File: src/rtl/fwspi_memio_rcache.sv
// Direct-mapped, one-word-per-line read cache in front of the SPI flash memory-mapped read engine.
// Optional hit/miss counters are built when FWSPI_MEMIO_RCACHE_STATS_EN is defined.
module fwspi_memio_rcache #(
    parameter int LINES = 16
) (
    input  logic        clk,
    input  logic        resetn,
    input  logic        cpu_valid,
    output logic        cpu_ready,
    input  logic [23:0] cpu_addr,
    output logic [31:0] cpu_rdata,
    output logic        mem_valid,
    input  logic        mem_ready,
    output logic [23:0] mem_addr,
    input  logic [31:0] mem_rdata,
    input  logic        cache_en,
    input  logic        flush
`ifdef FWSPI_MEMIO_RCACHE_STATS_EN
    ,
    output logic [31:0] hit_count,
    output logic [31:0] miss_count
`endif
);

    localparam int IDX  = $clog2(LINES);
    localparam int TAGW = 22 - IDX;

    typedef enum logic {
        S_IDLE,
        S_FILL
    } state_t;

    state_t            state_q, state_d;
    logic              cpu_ready_q, cpu_ready_d;
    logic [31:0]       cpu_rdata_q, cpu_rdata_d;
    logic              mem_valid_q, mem_valid_d;
    logic [23:0]       mem_addr_q, mem_addr_d;
    logic [LINES-1:0]  valid_q, valid_d;
    logic              nowrite_q, nowrite_d;

    logic [TAGW-1:0]   tag_q  [LINES];
    logic [31:0]       data_q [LINES];

    logic [IDX-1:0]    cpu_idx, fill_idx;
    logic [TAGW-1:0]   cpu_tag, fill_tag;
    logic              hit, line_we, stat_hit, stat_miss;

    assign cpu_idx  = cpu_addr[IDX+1:2];
    assign cpu_tag  = cpu_addr[23:IDX+2];
    // The fill writes back into the line named by the latched request address.
    assign fill_idx = mem_addr_q[IDX+1:2];
    assign fill_tag = mem_addr_q[23:IDX+2];
    assign hit      = cache_en && valid_q[cpu_idx] && (tag_q[cpu_idx] == cpu_tag);

    always_comb begin
        // NOTE: every signal gets a default before the case so no latch can be inferred.
        state_d     = state_q;
        cpu_ready_d = 1'b0;
        cpu_rdata_d = cpu_rdata_q;
        mem_valid_d = mem_valid_q;
        mem_addr_d  = mem_addr_q;
        valid_d     = valid_q;
        nowrite_d   = nowrite_q;
        line_we     = 1'b0;
        stat_hit    = 1'b0;
        stat_miss   = 1'b0;
        case (state_q)
            S_IDLE: begin
                if (flush) begin
                    valid_d = '0;
                end else if (cpu_valid && !cpu_ready_q) begin
                    if (hit) begin
                        cpu_rdata_d = data_q[cpu_idx];
                        cpu_ready_d = 1'b1;
                        stat_hit    = 1'b1;
                    end else begin
                        mem_valid_d = 1'b1;
                        mem_addr_d  = {cpu_addr[23:2], 2'b00};
                        nowrite_d   = 1'b0;
                        state_d     = S_FILL;
                        stat_miss   = 1'b1;
                    end
                end
            end
            S_FILL: begin
                // A flush while the fill is outstanding must stop it allocating stale data.
                if (flush) begin
                    valid_d   = '0;
                    nowrite_d = 1'b1;
                end
                if (mem_ready) begin
                    mem_valid_d = 1'b0;
                    cpu_rdata_d = mem_rdata;
                    cpu_ready_d = 1'b1;
                    state_d     = S_IDLE;
                    if (cache_en && !nowrite_q && !flush) begin
                        line_we           = 1'b1;
                        valid_d[fill_idx] = 1'b1;
                    end
                end
            end
            default: state_d = S_IDLE;
        endcase
    end

    always_ff @(posedge clk) begin
        // NOTE: state registers use non-blocking assignments so all flops update together.
        if (!resetn) begin
            state_q     <= S_IDLE;
            cpu_ready_q <= 1'b0;
            cpu_rdata_q <= '0;
            mem_valid_q <= 1'b0;
            mem_addr_q  <= '0;
            valid_q     <= '0;
            nowrite_q   <= 1'b0;
        end else begin
            state_q     <= state_d;
            cpu_ready_q <= cpu_ready_d;
            cpu_rdata_q <= cpu_rdata_d;
            mem_valid_q <= mem_valid_d;
            mem_addr_q  <= mem_addr_d;
            valid_q     <= valid_d;
            nowrite_q   <= nowrite_d;
        end
    end

    // NOTE: tag/data arrays are deliberately not reset; the valid bits alone make them meaningful.
    always_ff @(posedge clk) begin
        if (line_we) begin
            tag_q[fill_idx]  <= fill_tag;
            data_q[fill_idx] <= mem_rdata;
        end
    end

    assign cpu_ready = cpu_ready_q;
    assign cpu_rdata = cpu_rdata_q;
    assign mem_valid = mem_valid_q;
    assign mem_addr  = mem_addr_q;

`ifdef FWSPI_MEMIO_RCACHE_STATS_EN
    logic [31:0] hit_count_q, hit_count_d;
    logic [31:0] miss_count_q, miss_count_d;

    always_comb begin
        hit_count_d  = hit_count_q + {31'd0, stat_hit};
        miss_count_d = miss_count_q + {31'd0, stat_miss};
    end

    always_ff @(posedge clk) begin
        if (!resetn) begin
            hit_count_q  <= '0;
            miss_count_q <= '0;
        end else begin
            hit_count_q  <= hit_count_d;
            miss_count_q <= miss_count_d;
        end
    end

    assign hit_count  = hit_count_q;
    assign miss_count = miss_count_q;

    logic unused_bits;
    assign unused_bits = ^cpu_addr[1:0];
`else
    logic unused_bits;
    assign unused_bits = ^{cpu_addr[1:0], stat_hit, stat_miss};
`endif

endmodule

File: config.mk
export PLATFORM = sky130hd
export DESIGN_NAME = fwspi_memio_rcache
export DESIGN_NICKNAME = d
export VERILOG_FILES = /design/src/rtl/fwspi_memio_rcache.sv
export SDC_FILE = /design/constraint.sdc
export NUM_CORES = 1
export LEC_CHECK = 0
export ABC_AREA = 1
export BUFFER_PORTS_ARGS = -buffer_cell sky130_fd_sc_hd__buf_2
export CORE_MARGIN = 3
export CORE_UTILIZATION = 45
export CTS_BUF_LIST = sky130_fd_sc_hd__clkbuf_8
export CTS_CLUSTER_SIZE = 25
export DETAILED_ROUTE_END_ITERATION = 6
export HOLD_SLACK_MARGIN = 0.15
export PLACE_DENSITY = 0.68
export SLEW_MARGIN = 20
export SYNTH_ARGS = -nofsm -noshare
export SYNTH_HDL_FRONTEND = slang
export SYNTH_SLANG_ARGS = --single-unit
File: constraint.sdc
create_clock -name clk -period 4.77 [get_ports clk]
set_clock_uncertainty 0.2 [all_clocks]
set_input_delay 0.954 -clock clk [delete_from_list [all_inputs] [get_ports clk]]
set_output_delay 0.954 -clock clk [all_outputs]
set_load 0.02 [all_outputs]
Word level (Yosys, flattened, before mapping)
Memory sizes are Yosys's and may differ from the RTL's.
Cells that the tools add are included.
Cells by class
  $add $sub $neg: 0
  equality and inequality tests: 7
  magnitude comparators: 3
  bitwise operators: 4
  shift-type cells: 0
  multiplexer cells: 39
  multiply operators: 0
  reduce and logical (&&, ||, !) cells: 13
  div/mod/pow operators: 0
Operator list (count)
  $mux W32: 4
  $mux W16: 4
  $pmux W32 S2: 1
  $pmux W16 S2: 1
  $mux W1: 23
  $eq A18 B18 Y1: 1
  $or A16 B16 Y16: 1
  $reduce_and A4 Y1: 4
  $ne A2 B2 Y1 const B: 6
  $lt A4 B5 Y1 const B: 2
  $pmux W1 S2: 4
  $logic_and A1 B1 Y1: 6
  $bmux W1 S4: 1
  $demux W1 S4: 1
  $ge A4 B1 Y1 const B: 1
  $logic_not A1 Y1: 3
  $not A1 Y1: 3
Word-level totals
  bits of input ports: 62
  bits in read-only memories: 0
  latch bits: 0
  memory bits (writable): 800
  flip-flop bits (word level): 74
  word-level logic and storage cells: 75
  memories kept: 2
Memory list
  data_q: depth 16, width 32, rd ports 1, clocked after Yosys merged registers in 0, write ports 1, line 42  | logic [31:0] data_q [LINES];
  tag_q: depth 16, width 18, rd ports 1, clocked after Yosys merged registers in 0, write ports 1, line 41  | logic [TAGW-1:0] tag_q [LINES];

Logic depth before layout (Yosys ltp)
  depth after elaboration: 8
  depth in mapped cells: 22
  mapped depth without buffers: 18

Least setup slack after synthesis
Ideal clock, no wire load.
  path type: input to register
  start point: input port flush
  end point: memory data_q[4][0], enable pin
  required time: 4.111 ns
  stages: 6
  arrival time: 3.647 ns
  slack: 0.464 ns
  path through: clkbuf_1 nor2_1 nand3_1 inv_1 nand3_1 nor2_1
Between the ends
  longest elaborated chain between the ends: 7
Ends and longest elaborated chain
  start, declared: line 17  | input logic flush
  $logic_not A1 Y1: line 96  | if (cache_en && !nowrite_q && !flush) begin
  $logic_and A1 B1 Y1: line 96
  $mux W1: line 96
  $mux W1: line 91  | if (mem_ready) begin
  $mux W1: line 67  | case (state_q)
  $mux W1: line 129  | if (line_we) begin
  $mux W1 (implied by the code): line 131  | data_q[fill_idx] <= mem_rdata;
  end, declared: line 42
Every way passes these cells.

Final worst setup path
  start point: input port cpu_addr[2]
  end point: register state_q
Between the ends
  longest elaborated chain between the ends: 8
  elaborated cells on any way between the ends: 10
  those cells by class: eq/ne: 1; mux: 6; reduce/logical: 2; memory: 1
Ends and longest elaborated chain
  start, declared: line 10  | input logic [23:0] cpu_addr,
  parallel branches: the longest is 3 deep, another holds $mem_v2 Z16 W18
  $logic_and A1 B1 Y1 *: line 53  | assign hit = cache_en && valid_q[cpu_idx] && (tag_q[cpu_idx] == cpu_tag);
  $mux W1 * (2 in a row)
  $mux W1 *: line 69  | if (flush) begin
  $pmux W1 S2 *: line 67
  end signal, assigned: line 117  | state_q <= state_d;
  end, declared: line 33  | state_t state_q, state_d;
Every way passes the cells marked *. The select of a mux whose other input is x is not followed.
A chain may end at the register's enable or synchronous reset.

==> impl_metrics.csv <==
group,metric,value,unit
pwr,power_frac_seq,0.548,
synthesis,synth.distinct_cells,29,
synthesis,synth-edff-count,800,
global_route,grt_pass1_vias,22230,
pwr,p_sw,0.003652,W
place,place_ws,452.3,ps
synthesis,synthArstFlopShare,0,
synthesis,synthFlopType,"edfxtp_1",
place,dp_cells,3988,
floorplan,io-pin-count,120,
floorplan,die_h,285.4,µm
cells_and_area,num-fill-cells,6558,
cts,holdBufCountCts,0,
detailed_routing,via_per_inst,5.548,
detailed_routing,vias,23540,
cts,clock-sinks,874,
pwr,p_per_area,389.8,nW/µm²
detailed_routing,wirelength,90210,µm
sta,setup_ws,1138,ps
sta,maxSlewHeadroom,0.3060,
place,hpwl,46000,µm
sta,finalSetupViolations,0,
sta,rsz0062_at_grt,"no",
critical_path,worstPathArrival,4090,ps
synthesis,synth_top_area_share,0.6838,
critical_path,worst_ep_required_time,5230,ps
floorplan,die_w,285.4,µm
sta,fmax,275.3,MHz
critical_path,critical_path_peak_fanout,170,
synthesis,yosysTopAreaCell,"edfxtp_1",
cts,insertion_delay,790,ps
min_path,min_path_type,"reg -> reg",
run,maxCapViolations,0,
sta,period_share,0.7614,
synthesis,synth-seq-area-share,0.7260,
detailed_routing,drtAntennaViolNets,0,
cts,cts_tree,"built",
floorplan,dieArea,81460,µm²
cts,cts_resized,0,
place,port_buffers,115,
synthesis,synth-seq-cells,874,
detailed_routing,drc,0,
detailed_routing,wire_per_inst,21.26,µm
pwr,leakagePower,14.27,nW
detailed_routing,drtIter0Drc,2600,
cells_and_area,syn_to_final_growth,12.71,%
cells_and_area,fin_cells,4243,
cts,clk_pin_slew_worst_paths,60,ps
floorplan,rows,101,
pwr,intPower,0.01178,W
outcome,status,"complete, no violations",
floorplan,coreArea,76580,µm²
cts,cts_buffers,141,
cts,cts-root-buf,"clkbuf_8",
sta,fin_setup_tns,0,ps
global_route,grt_first_pass_wirelength,136000,µm
cts,clock_path_buffers,3,
critical_path,cp-start-kind,"input pin",
detailed_routing,firstDrtPassIters,5,
synthesis,syn_area,35130,µm²
synthesis,syn_inst,2977,
synthesis,synth.avg_cell_area,11.80,µm²
pwr,combPwrFrac,0.059,
sta,final_hold_viol_count,0,
global_route,grt_max_degree,171,
critical_path,crit_path_end_kind,"flip-flop",
pwr,ir_drop,0.2697,mV
global_route,grt_overflow,0,
pwr,power.share.clock,0.392,
floorplan,initial_core_util,0.4587,
cells_and_area,final_common_cell,"edfxtp_1",
sta,slew_violations,0,
pwr,power,0.01543,W
cells_and_area,layout.nets,3163,
sta,worst_pin_slew,1041,ps
sta,min_period,3632,ps
pwr,swShare,0.2366,
critical_path,worstSetupPathType,"in -> reg",
cts,post-cts-setup-buffers,0,
cells_and_area,final_cell_mix,"edfxtp_1, nor2_1, nand2_1, o21ai_0, nand3_1",
cells_and_area,drive_gt1_frac,0.1203,
synthesis,synth_area_leaders,"edfxtp_1, nor2_1, nand2_1",
global_route,antenna_found_initial,7,
place,gp_congestion,0.7652,
synthesis,ys_warn_count,0,
cts,ctsHtreeMaxLevel,4,
global_route,gr-usage-all-layers,0.2194,
[kinds of logic after synthesis]
group,count (synthesis),synth area share
mux,5,0.001425
flops,874,0.7260
other cells,1,0.0001067
compound gates,563,0.09474
buf+inv,361,0.04302
simple gates,1173,0.1347
[area by class of cell]
| type | count | area [µm²] | share of cell area |
|---|---|---|---|
| inverter | 160 | 620.6 | 0.01567 |
| tap | 1030 | 1289 | 0.03255 |
| clock buffer | 155 | 2133 | 0.05387 |
| multi-input combinational | 1743 | 8239 | 0.2081 |
| timing repair buffer | 181 | 1267 | 0.03201 |
| clock inverter | 96 | 534.3 | 0.01349 |
| sequential | 874 | 25500 | 0.6441 |
| antenna | 4 | 10.01 | 0.0002528 |
[power groups by stage]
stage	sequential, W	clock, W	combinational, W
6_report	0.00846	0.00606	0.000914
5_1_grt	0.00847	0.00650	0.00101
4_1_cts	0.00846	0.00615	0.000916
3_5_place_dp	0.00862	0	0.000913
3_3_place_gp	0.00862	0	0.000901
2_1_floorplan	0.00863	0	0.000543
[worst max-delay path, stage by stage]
cell and delay (ps):
buf_8 250, buf_12 520, o21ai_0 210, o211ai_1 230, nand3_1 130, nand2_1 100, nand2_1 60, nand2_1 100
nand2_1 60, nor2_1 130, nand3_1 250, buf_4 230, nand2_1 230, inv_1 100, buf_4 230, nor2_1 120
nor2_1 50
[through the flow]
stage	util	hold WS [ps]	instance area, µm²
floorplan	-	240.9	35130
global placement	0.4821	254.8	36920
detailed placement	0.4821	255.7	36920
CTS	0.5169	223.8	39590
global route	0.5170	269.9	39590
finish	0.5171	267.9	39600
[layer usage]
layer / share of wire / GRT usage / wire, µm / vias up
li1: - / - / - / 10860
met1: 0.42 / 0.2976 / 37530 / 11520
met2: 0.48 / 0.3587 / 43460 / 1001
met3: 0.080 / 0.04143 / 7208 / 163
met4: 0.022 / 0.07203 / 2008 / 2
met5: 0.00012 / 0 / 11 / -
[state kept, by name, summed over array words and instances, names as in the netlist]
name	flops
tag_q	288
state_q	1
valid_q	16
data_q	512
mem_addr	22
mem_valid	1
cpu_rdata	32
cpu_ready	1
nowrite_q	1
[cells in the mapped netlist (3+ instances only)]
cell        n
o221ai_1  107
nand3b_1    3
nor2_1    480
buf_1      18
edfxtp_1  800
clkbuf_1  108
buf_2      56
mux2i_1     5
o211ai_1   23
dfxtp_1    74
a31oi_1    12
o21ai_0   326
o21ai_1    13
a21oi_1    57
nand2_1   439
nand3_1   245
buf_4      14
inv_1     157
o21a_1      4
o22ai_1    21
buf_6       4
[worst paths after layout]
check / slack [ps] / endpoint / cells after the start / start
hold / removal: 270 / valid_q[12] / 2 / valid_q[12]
setup reg to reg: 1820 / state_q / 18 / tag_q[10][14]
hold reg to reg: 270 / valid_q[12] / 2 / valid_q[12]
setup / recovery: 1140 / state_q / 17 / cpu_addr[2]
(Power assumes the default switching activity.)
